`src/rtl/ctrl_pkg.sv`:
```
// ctrl_pkg: shared constants and types for the ID-stage control unit.
//  - MIPS opcode, funct and REGIMM-rt field constants
//  - ALUOp, RegDst, MemToReg, load/store width and Jump encodings
//  - ctrl_bundle_t: packed control bundle, split into the datapath part
//    (always registered) and the branch/jump part (optionally bypassed).
package ctrl_pkg;

  // Opcodes, Instruction[31:26]
  localparam logic [5:0] OpRType  = 6'b000000;
  localparam logic [5:0] OpRegimm = 6'b000001;
  localparam logic [5:0] OpJ      = 6'b000010;
  localparam logic [5:0] OpJal    = 6'b000011;
  localparam logic [5:0] OpBeq    = 6'b000100;
  localparam logic [5:0] OpBlez   = 6'b000110;
  localparam logic [5:0] OpBgtz   = 6'b000111;
  localparam logic [5:0] OpAddi   = 6'b001000;
  localparam logic [5:0] OpAndi   = 6'b001100;
  localparam logic [5:0] OpOri    = 6'b001101;
  localparam logic [5:0] OpXori   = 6'b001110;
  localparam logic [5:0] OpLb     = 6'b100000;
  localparam logic [5:0] OpLh     = 6'b100001;
  localparam logic [5:0] OpLw     = 6'b100011;
  localparam logic [5:0] OpSb     = 6'b101000;
  localparam logic [5:0] OpSh     = 6'b101001;
  localparam logic [5:0] OpSw     = 6'b101011;

  // Funct, Instruction[5:0]
  localparam logic [5:0] FunctJr = 6'b001000;

  // REGIMM rt, Instruction[20:16]
  localparam logic [4:0] RtBltz = 5'b00000;
  localparam logic [4:0] RtBgez = 5'b00001;

  // ALUOp
  localparam logic [3:0] AluAdd   = 4'b0000;
  localparam logic [3:0] AluSub   = 4'b0001;
  localparam logic [3:0] AluRType = 4'b0010;
  localparam logic [3:0] AluAnd   = 4'b0011;
  localparam logic [3:0] AluOr    = 4'b0100;
  localparam logic [3:0] AluXor   = 4'b0101;

  // RegDst
  localparam logic [1:0] RegDstRt = 2'b00;
  localparam logic [1:0] RegDstRd = 2'b01;
  localparam logic [1:0] RegDstRa = 2'b10;

  // MemToReg
  localparam logic [1:0] MemToRegAlu  = 2'b00;
  localparam logic [1:0] MemToRegLoad = 2'b01;
  localparam logic [1:0] MemToRegLink = 2'b10;

  // LoadMux / StoreMux access width
  localparam logic [1:0] WidthWord = 2'b00;
  localparam logic [1:0] WidthHalf = 2'b01;
  localparam logic [1:0] WidthByte = 2'b10;

  // Jump
  localparam logic [1:0] JumpNone   = 2'b00;
  localparam logic [1:0] JumpTarget = 2'b01;
  localparam logic [1:0] JumpReg    = 2'b10;

  typedef struct packed {
    logic       aluSrc;
    logic [1:0] regDst;
    logic [3:0] aluOp;
    logic       memRead;
    logic       memWrite;
    logic [1:0] storeMux;
    logic       regWrite;
    logic [1:0] memToReg;
    logic [1:0] loadMux;
  } ctrl_dp_t;

  typedef struct packed {
    logic       pcSource;
    logic [1:0] jump;
  } ctrl_br_t;

  typedef struct packed {
    ctrl_dp_t dp;
    ctrl_br_t br;
  } ctrl_bundle_t;

endpackage

```
`src/rtl/ctrl_decode.sv`:
```
// ctrl_decode: purely combinational decode of instruction + ID comparator
// flags into a ctrl_bundle_t. Unlisted or illegal encodings yield all zeros.
// Ports:
//  instruction  in  32  instruction in ID
//  lessThanZero in  1   rs < 0
//  lessThanOne  in  1   rs <= 0
//  equal        in  1   rs == rt
//  bundle       out     decoded control bundle
module ctrl_decode
  import ctrl_pkg::*;
(
  input  logic [31:0]  instruction,
  input  logic         lessThanZero,
  input  logic         lessThanOne,
  input  logic         equal,
  output ctrl_bundle_t bundle
);

  logic [5:0] opcode;
  logic [4:0] rt;
  logic [5:0] funct;

  assign opcode = instruction[31:26];
  assign rt     = instruction[20:16];
  assign funct  = instruction[5:0];

  always_comb begin
    bundle = '0;
    case (opcode)
      OpRType: begin
        if (funct == FunctJr) begin
          bundle.br.jump = JumpReg;
        end else begin
          bundle.dp.regWrite = 1'b1;
          bundle.dp.regDst   = RegDstRd;
          bundle.dp.aluOp    = AluRType;
        end
      end
      OpAddi: begin
        bundle.dp.aluSrc   = 1'b1;
        bundle.dp.aluOp    = AluAdd;
        bundle.dp.regWrite = 1'b1;
      end
      OpAndi, OpOri, OpXori: begin
        bundle.dp.aluSrc   = 1'b1;
        bundle.dp.regWrite = 1'b1;
        case (opcode)
          OpAndi:  bundle.dp.aluOp = AluAnd;
          OpOri:   bundle.dp.aluOp = AluOr;
          default: bundle.dp.aluOp = AluXor;
        endcase
      end
      OpLw, OpLh, OpLb: begin
        bundle.dp.aluSrc   = 1'b1;
        bundle.dp.aluOp    = AluAdd;
        bundle.dp.memRead  = 1'b1;
        bundle.dp.regWrite = 1'b1;
        bundle.dp.memToReg = MemToRegLoad;
        case (opcode)
          OpLh:    bundle.dp.loadMux = WidthHalf;
          OpLb:    bundle.dp.loadMux = WidthByte;
          default: bundle.dp.loadMux = WidthWord;
        endcase
      end
      OpSw, OpSh, OpSb: begin
        bundle.dp.aluSrc   = 1'b1;
        bundle.dp.aluOp    = AluAdd;
        bundle.dp.memWrite = 1'b1;
        case (opcode)
          OpSh:    bundle.dp.storeMux = WidthHalf;
          OpSb:    bundle.dp.storeMux = WidthByte;
          default: bundle.dp.storeMux = WidthWord;
        endcase
      end
      OpBeq: begin
        bundle.dp.aluOp    = AluSub;
        bundle.br.pcSource = equal;
      end
      OpBgtz: begin
        bundle.dp.aluOp    = AluSub;
        bundle.br.pcSource = ~lessThanOne;
      end
      OpBlez: begin
        bundle.dp.aluOp    = AluSub;
        bundle.br.pcSource = lessThanOne;
      end
      OpRegimm: begin
        // Only bltz/bgez are implemented; other rt values stay all-zero.
        if (rt == RtBgez) begin
          bundle.dp.aluOp    = AluSub;
          bundle.br.pcSource = ~lessThanZero;
        end else if (rt == RtBltz) begin
          bundle.dp.aluOp    = AluSub;
          bundle.br.pcSource = lessThanZero;
        end
      end
      OpJ: begin
        bundle.br.jump = JumpTarget;
      end
      OpJal: begin
        bundle.br.jump     = JumpTarget;
        bundle.dp.regWrite = 1'b1;
        bundle.dp.regDst   = RegDstRa;
        bundle.dp.memToReg = MemToRegLink;
      end
      default: bundle = '0;
    endcase
  end

endmodule

```
`src/rtl/controller.sv`:
```
// controller: ID-stage main decode/control unit of the pipelined core.
// Decodes Instruction and resolves branches from the ID comparator flags;
// the control bundle is registered so it reaches EX one cycle later.
// Configuration macro: CONTROLLER_COMB_BRANCH_EN -- when defined, PCSource and
// Jump bypass the output register (zero latency), still forced to 0 in reset.
// Ports:
//  Clk, Rst (async, active-high)
//  Instruction, LessThanZero, LessThanOne, Equal         decode inputs
//  ALUSrc, RegDst, ALUOp, MemRead, MemWrite, StoreMux,
//  RegWrite, MemToReg, LoadMux, PCSource, Jump            control outputs
module controller
  import ctrl_pkg::*;
(
  input  logic        Clk,
  input  logic        Rst,
  input  logic [31:0] Instruction,
  input  logic        LessThanZero,
  input  logic        LessThanOne,
  input  logic        Equal,
  output logic        ALUSrc,
  output logic [1:0]  RegDst,
  output logic [3:0]  ALUOp,
  output logic        MemRead,
  output logic        MemWrite,
  output logic [1:0]  StoreMux,
  output logic        RegWrite,
  output logic [1:0]  MemToReg,
  output logic [1:0]  LoadMux,
  output logic        PCSource,
  output logic [1:0]  Jump
);

  ctrl_bundle_t decoded;
  ctrl_dp_t     dpQ;

  ctrl_decode uDecode (
    .instruction  (Instruction),
    .lessThanZero (LessThanZero),
    .lessThanOne  (LessThanOne),
    .equal        (Equal),
    .bundle       (decoded)
  );

  always_ff @(posedge Clk or posedge Rst) begin
    if (Rst) begin
      dpQ <= '0;
    end else begin
      dpQ <= decoded.dp;
    end
  end

  assign ALUSrc   = dpQ.aluSrc;
  assign RegDst   = dpQ.regDst;
  assign ALUOp    = dpQ.aluOp;
  assign MemRead  = dpQ.memRead;
  assign MemWrite = dpQ.memWrite;
  assign StoreMux = dpQ.storeMux;
  assign RegWrite = dpQ.regWrite;
  assign MemToReg = dpQ.memToReg;
  assign LoadMux  = dpQ.loadMux;

`ifdef CONTROLLER_COMB_BRANCH_EN
  // Early branch resolution: steer fetch in the same cycle.
  assign PCSource = Rst ? 1'b0 : decoded.br.pcSource;
  assign Jump     = Rst ? JumpNone : decoded.br.jump;
`else
  ctrl_br_t brQ;

  always_ff @(posedge Clk or posedge Rst) begin
    if (Rst) begin
      brQ <= '0;
    end else begin
      brQ <= decoded.br;
    end
  end

  assign PCSource = brQ.pcSource;
  assign Jump     = brQ.jump;
`endif

endmodule

```
`config.mk`:
```
export PLATFORM = sky130hd
export DESIGN_NAME = controller
export DESIGN_NICKNAME = d
export VERILOG_FILES = /design/src/rtl/ctrl_pkg.sv /design/src/rtl/ctrl_decode.sv /design/src/rtl/controller.sv
export SDC_FILE = /design/constraint.sdc
export NUM_CORES = 1
export LEC_CHECK = 0
export ABC_AREA = 1
export CORE_UTILIZATION = 55
export DETAILED_ROUTE_END_ITERATION = 7
export DONT_BUFFER_PORTS = 1
export HOLD_SLACK_MARGIN = 0.12
export MAX_ROUTING_LAYER = met4
export PLACE_DENSITY = 0.7
export SETUP_SLACK_MARGIN = 0.3
export SLEW_MARGIN = 25
export SYNTH_ARGS = -nofsm -noshare
export SYNTH_HDL_FRONTEND = slang
export SYNTH_SLANG_ARGS = --single-unit
```
`constraint.sdc`:
```
create_clock -name Clk -period 0.8 [get_ports Clk]
set_input_delay 0.08 -clock Clk [delete_from_list [all_inputs] [get_ports Clk]]
set_output_delay 0.08 -clock Clk [all_outputs]
set_load 0.1 [all_outputs]
```
# ---- Yosys cells after proc, flatten, opt, wreduce, memory -nomap -nowiden
# Cells that the tools add are included.
dict set report totals {
  word_cells 60
  mem_bits_ro 0
  inputBits 37
  regBits 19
  mem_count 0
  ramBits 0
  latch_bits 0
}
dict set report op_classes {
  mul 0
  reduce_logical 9
  shifts 0
  mux 20
  n_eq_ne 18
  order_cmp 0
  n_bitwise 2
  div 0
  addsub 0
}
# op n
set op_table {}
lappend op_table {{$eq 6x6->1 const B} 6}
lappend op_table {{$eq 6x4->1 const B} 5}
lappend op_table {{$pmux 2 s2} 5}
lappend op_table {{$eq 6x3->1 const B} 3}
lappend op_table {{$pmux 4 s4} 1}
lappend op_table {{$eq 6x2->1 const B} 2}
lappend op_table {{$reduce_or 3->1} 4}
lappend op_table {{$reduce_or 10->1} 1}
lappend op_table {{$reduce_or 8->1} 1}
lappend op_table {{$mux 1} 7}
lappend op_table {{$eq 6x1->1 const B} 1}
lappend op_table {{$logic_not 6->1} 1}
lappend op_table {{$pmux 3 s2} 1}
lappend op_table {{$eq 5x1->1 const B} 1}
lappend op_table {{$logic_not 5->1} 1}
lappend op_table {{$mux 5} 1}
lappend op_table {{$mux 2} 2}
lappend op_table {{$pmux 1 s4} 1}
lappend op_table {{$mux 3} 1}
lappend op_table {{$not 1->1} 2}
lappend op_table {{$pmux 1 s2} 1}
lappend op_table {{$reduce_or 2->1} 1}

# ---- Longest topological paths before layout
# Gate-level depths: netlist of run 1.
dict set report logic_depth {
  depth_word 4
  depth_mapped 7
}

# ---- Modules after synthesis
# From an unflattened synthesis of run 1, not the netlist that was laid out.
dict set report unflattened {
  cells_unflattened 103
  hier_area_um2 868.3
}
# module n_inst area_per_inst_um2 cells_each seq_area_each_um2
set modules_own_cells {}
lappend modules_own_cells {controller 1 479.2 20 475.5}
lappend modules_own_cells {ctrl_decode 1 389.1 83 0.0}

# ---- Worst setup path after synthesis of run 1
# OpenSTA, ideal clock, no wires.
dict set report synth_path {
  path_type {register -> output}
  startpoint {register, netlist name MemToReg[1]}
  endpoint {output RegDst[1]}
  stages_incl_launch_ff 2
  path_slack_ps -604
  t_arrival_ps 1324
  cell_sequence {dfrtp_1 -> buf_4}
}
# element line_no
set synth_rtl {}
lappend synth_rtl {{end, declared} controller.sv:21} ;# output logic [1:0] RegDst,

==> flow_summary.toml, run 1 <==
[finish]
fin_nets = 140
n_fill_cell = 95
area_growth_syn_to_layout_pct = 23.5
final_core_util_pct = 74.8
antennaDiodeCount = 0
final_area_um2 = 986
drive_gt1_share_pct = 46.1

[routing]
drt_iter0_drc = 15
drc = 0
final_antenna_net_count = 0
avgRoutedWirePerCell_um = 12.2
vias = 612
avgViaCountPerCell = 5.23
first_pass_iters = 4
totalWireLength_mm = 1.43

[power_and_ir_drop]
p_per_area_nw_per_um2 = 1660
power_w = 0.00163
irDropWorstVdd_mv = 1.14
leakagePower_nw = 0.489

[critical_path]
critPathCapture = "RegDst[1]"
crit_fanout = 2
worstPathCellList = "buf_12"
critPathRequiredTime_ns = 0.72
cp-start-kind = "register"
end_kind = "primary output"
cp_slowest_stage_delay_ns = 0.51
slowest_stage = "dfrtp_4"
startpoint = "MemToReg[1]"
critPathTopFamily = "flip-flops"
cp.arrival_ns = 0.96
path_class = "reg -> out"
cp.depth = 1
path_buf_inv = 1

[logic_synthesis]
yosysTopAreaCell = "dfrtp_1"
synth_cell_types = 15
yosysSeqAreaShare_pct = 53.3
ys_top_cells_by_area = "dfrtp_1 (53%), nand2_1 (11%), nor2_4 (7.1%)"
syn_inst = 95
syn-mean-instance-area_um2 = 8.40
yosys_register_bits = 17
yosysTopAreaCellShare_pct = 53.3
ys_warn_count = 0
syn_nets = 132
synth_area_um2 = 798

[die]
initial_utilization_pct = 60.6
rows = 13
pin_count = 56
fp.coreArea_um2 = 1320
die_height_um = 40.1
die_area_um2 = 1610
die_w_um = 40.1

[timing]
drv_slew = 0
fmax_ghz = 0.957
hold_ws_ns = -0.0833
rsz0062_at_grt = "true"
setup_ws_ns = -0.245
final_hold_viol_count = 9
finalCriticalPeriod_ns = 1.04
fin_crit_sh_pct = 131
setup_viol = 18

[run]
cap_violations = 0

[global_routing]
grt_pass1_vias = 503
antenna_found_initial = 0
track_usage_pct = 19.9
globalRouteOverflowTotal = 0
grt_pass1_wl_mm = 2.00
grt_max_degree = 18

[clocking]
clockBufferDepth = 2
numCtsBuffers = 3
ctsHoldBuffers = 1
ctsHtreeMaxLevel = 1
cts.sinks = 17
cts_tree = "built"
clk_pin_slew_ns = 0.09
clock-root-buffer = "clkbuf_4"

[hold_path]
hold_class = "in -> reg"

[placement]
gp_congestion = 0.845
dp.final_hpwl_mm = 1.17
port_buffers = 0
place_area_um2 = 931

[outcome]
status = "complete, but fails checks"
violations = "hold timing, setup timing"
## state kept, by name, indices dropped and copies added, names as in the netlist
register  cells
ALUOp         3
ALUSrc        1
Jump          2
LoadMux       2
MemRead       1
MemToReg      2
MemWrite      1
PCSource      1
RegDst        1
RegWrite      1
StoreMux      2
## logic make-up after synthesis
family,synth area share (%)
flops,53.3
buf+inv,9.87
simple gates,35.3
xor+xnor,1.10
other cells,0.470
## power by group
part / leakage, nW / internal (W) / switching, W
combinational: 0.272 / 0.0000572 / 0.000120
clock: 0.0150 / 0.000193 / 0.000233
sequential: 0.202 / 0.000888 / 0.000143
## cells in the mapped netlist
| cell type | number |
|---|---|
| nand2_1 | 23 |
| dfrtp_1 | 17 |
| inv_1 | 14 |
| nor2_1 | 14 |
| nand3_1 | 7 |
| nor2_4 | 5 |
| inv_2 | 3 |
| nor2_2 | 3 |
| buf_4 | 2 |
| nand2_2 | 2 |
| and2_1 | 1 |
| and3_2 | 1 |
| conb_1 | 1 |
| or2_2 | 1 |
| xor2_1 | 1 |
## area by class of cell
| cell class | instances | area (um2) | share of cell area, % |
|---|---|---|---|
| repair buffers | 5 | 68.8 | 6.98 |
| clock buffers | 4 | 26.3 | 2.66 |
| inverters | 17 | 63.8 | 6.47 |
| multi-input cells | 59 | 319 | 32.4 |
| well taps | 15 | 18.8 | 1.90 |
| flip-flops and latches | 17 | 489 | 49.6 |
## worst min-delay path by stage
stage,to,start,slack (ns),cells past startpoint
global route,Jump[0],Instruction[27],-0.07,2
global placement,RegDst[0],Rst,-0.02,2
detailed placement,RegWrite,Rst,-0.01,2
finish,Jump[0],Instruction[27],-0.08,2
CTS,Jump[0],Instruction[27],-0.09,2
floorplan,ALUOp[0],Rst,0.006,1
## what timing repair did
item,4_1_cts,5_1_grt
pin swaps,0,3
endpoints found under the hold margin,34,16
setup buffers,0,0
setup endpoints to repair,18,30
gates resized for setup,0,6
## through the flow
step                setup TNS, ns  cells  hold WS [ns]  setup WS, ns
CTS                         -3.44    117       -0.0859        -0.250
floorplan                  -0.109     95       0.00642        -0.109
global route                -3.78    117       -0.0697        -0.273
global placement                0    112       -0.0150        0.0552
finish                      -3.39    117       -0.0833        -0.245
detailed placement              0    112       -0.0101        0.0121
## placed cells by master, fill, tap and decap left out
cell,instances
buf_6,1
nand3_2,1
nor2_4,6
nand2_2,5
xor2_1,1
nor2_2,4
nor2_1,12
dfrtp_4,17
and3_2,1
inv_1,12
buf_4,1
nand3_1,6
dlygate4sd3_1,1
or2_4,1
conb_1,1
clkbuf_1,1
and2_1,1
inv_2,5
nand2_1,20
buf_12,2
clkbuf_4,3
## per-layer routing
metal | vias up | global-route usage [%] | routed length (um)
li1 | 291 | - | -
met1 | 278 | 22.3 | 550
met2 | 39 | 33.9 | 729
met3 | 4 | 4.44 | 122
met4 | 0 | 7.76 | 23
met5 | - | - | 0
No activity file was read; power rests on OpenSTA's default activity.
==> run 2, diff against run 1 <==
- SLEW_MARGIN: 25 -> 20
==> results of run 2 <==
Final layout, timing and power as in run 1 (identical DEF).
==> run 3, diff against run 2 <==
- TNS_END_PERCENT: not set -> 20
- clock period: 0.8 -> 1.35 ns (I/O delays scaled with it)
==> run 3 against run 2 <==
The run now ends clean. Via count rose by 15%. Clock power shrank 40%. Global-route usage up 6.8 points. Setup slack gained 0.37 ns. Critical path depth is 1 lower. Utilization rose by 11 points. Combinational power rose by 35%. Routed wire length grew 28%. Largest power group unchanged.
==> flow_summary.toml, run 3 (synthesis gave the netlist of run 1 again) <==
[placement]
gp_congestion = 0.791
place_area_um2 = 933
port_buffers = 0
dp.cells = 125
dp.final_hpwl_mm = 1.03

[timing]
maxSlewHeadroom_pct = 62.8
tightest_slew_ns = 0.560
drv_slew = 0
final_hold_viol_count = 0
finalCriticalPeriod_ns = 1.22
setup_viol = 0
setup_tns_ns = 0
fin_crit_sh_pct = 90.4
fmax_ghz = 0.820
rsz0062_at_grt = "true"

[finish]
finalNonFillerCells = 144
n_fill_cell = 69
mostFrequentLayoutCells = "nand2_1 (23), buf_4 (17), dfrtp_1 (16), inv_1 (14), nor2_1 (14)"
final_core_util_pct = 85.8
final_area_um2 = 1130
final_common_cell = "nand2_1"
largest_reg_flops = 3
fin_nets = 167
antennaDiodeCount = 0
drive_gt1_share_pct = 28.7
area_growth_syn_to_layout_pct = 41.5

[hold_path]
hold_class = "in -> reg"

[die]
die_area_um2 = 1610
initial_utilization_pct = 60.6
fp.coreArea_um2 = 1320
die_w_um = 40.1
pin_count = 56
die_height_um = 40.1
rows = 13

[global_routing]
grt_pass1_vias = 633
track_usage_pct = 26.6
grt_pass1_wl_mm = 2.66
globalRouteOverflowTotal = 0
grt_max_degree = 13
antenna_found_initial = 0

[power_and_ir_drop]
p_per_area_nw_per_um2 = 903
irDropWorstVdd_mv = 0.686
leakagePower_nw = 0.696

[clocking]
cts_tree = "built"
clockBufferDepth = 2
clk_pin_slew_ns = 0.09
cts.sinks = 17
ctsHtreeMaxLevel = 1
cts_setup_buffers = 0
numCtsBuffers = 3
clock-root-buffer = "clkbuf_4"
ctsHoldBuffers = 15

[routing]
avgRoutedWirePerCell_um = 12.7
drt_iter0_drc = 10
avgViaCountPerCell = 4.90
totalWireLength_mm = 1.83
vias = 705
drc = 0
final_antenna_net_count = 0
first_pass_iters = 4

[outcome]
status = "completed"

[critical_path]
cp-start-kind = "register"
critPathRequiredTime_ns = 1.22
cp.arrival_ns = 1.08
end_kind = "primary output"
path_class = "reg -> out"
crit_fanout = 2

[run]
cap_violations = 0
==> run 3: changes by cell type in the layout (fill, tap and decap cells not counted), sizes merged <==
cell / previous run / this run
buf: 4 / 17
dlygate4sd3: 1 / 9
dlymetal6s4s: 0 / 6
==> run 3: layout make-up <==
class	instances	area [um2]	area share (%)
flip-flops and latches	17	429	38.0
inverters	17	63.8	5.65
multi-input cells	59	299	26.5
well taps	15	18.8	1.66
clock buffers	4	26.3	2.33
repair buffers	32	293	25.9
==> run 3: power breakdown <==
| group | internal [W] | switching (W) |
|---|---|---|
| Sequential | 0.000520 | 0.00000736 |
| Clock | 0.000114 | 0.000140 |
| Combinational | 0.0000695 | 0.000169 |
==> run 3: per-stage QoR <==
stage / power (W) / setup slack [ns] / hold WS [ns]
finish: 0.00102 / 0.130 / 0.0888
detailed placement: 0.000720 / 0.438 / 0.0500
floorplan: 0.000691 / 0.332 / 0.0611
global placement: 0.000717 / 0.439 / 0.0443
global route: 0.00108 / 0.0866 / 0.104
CTS: 0.00102 / 0.127 / 0.0902
==> run 3: tightest hold or removal path: stages <==
cell and delay [ns]:
or2_2 0.08, nor2_1 0.03, nand2_1 0.06, nor2_1 0.04
==> run 3: final timing paths <==
path / end / start / cells past startpoint
max in group asynchronous: ALUSrc / Rst / 3
min in group asynchronous: RegWrite / Rst / 2
setup / recovery: RegDst[1] / MemToReg[1] / 0
hold / removal: Jump[1] / Instruction[4] / 4
==> run 3: timing repair <==
item / CTS / global route
gates cloned: 0 / 0
endpoints found under the hold margin: 33 / 1
pin swaps: 0 / 3
gates resized for setup: 0 / 7
endpoints found under the setup margin: 3 / 25
==> run 3: metal layers <==
layer / wire [um] / global-route usage (%) / up-vias / part of all wire (%)
li1: - / - / 342 / -
met1: 689 / 26.9 / 310 / 38
met2: 996 / 46.8 / 45 / 54
met3: 105 / 7.22 / 8 / 5.7
met4: 37 / 12.9 / 0 / 2.0
met5: 0 / - / - / 0
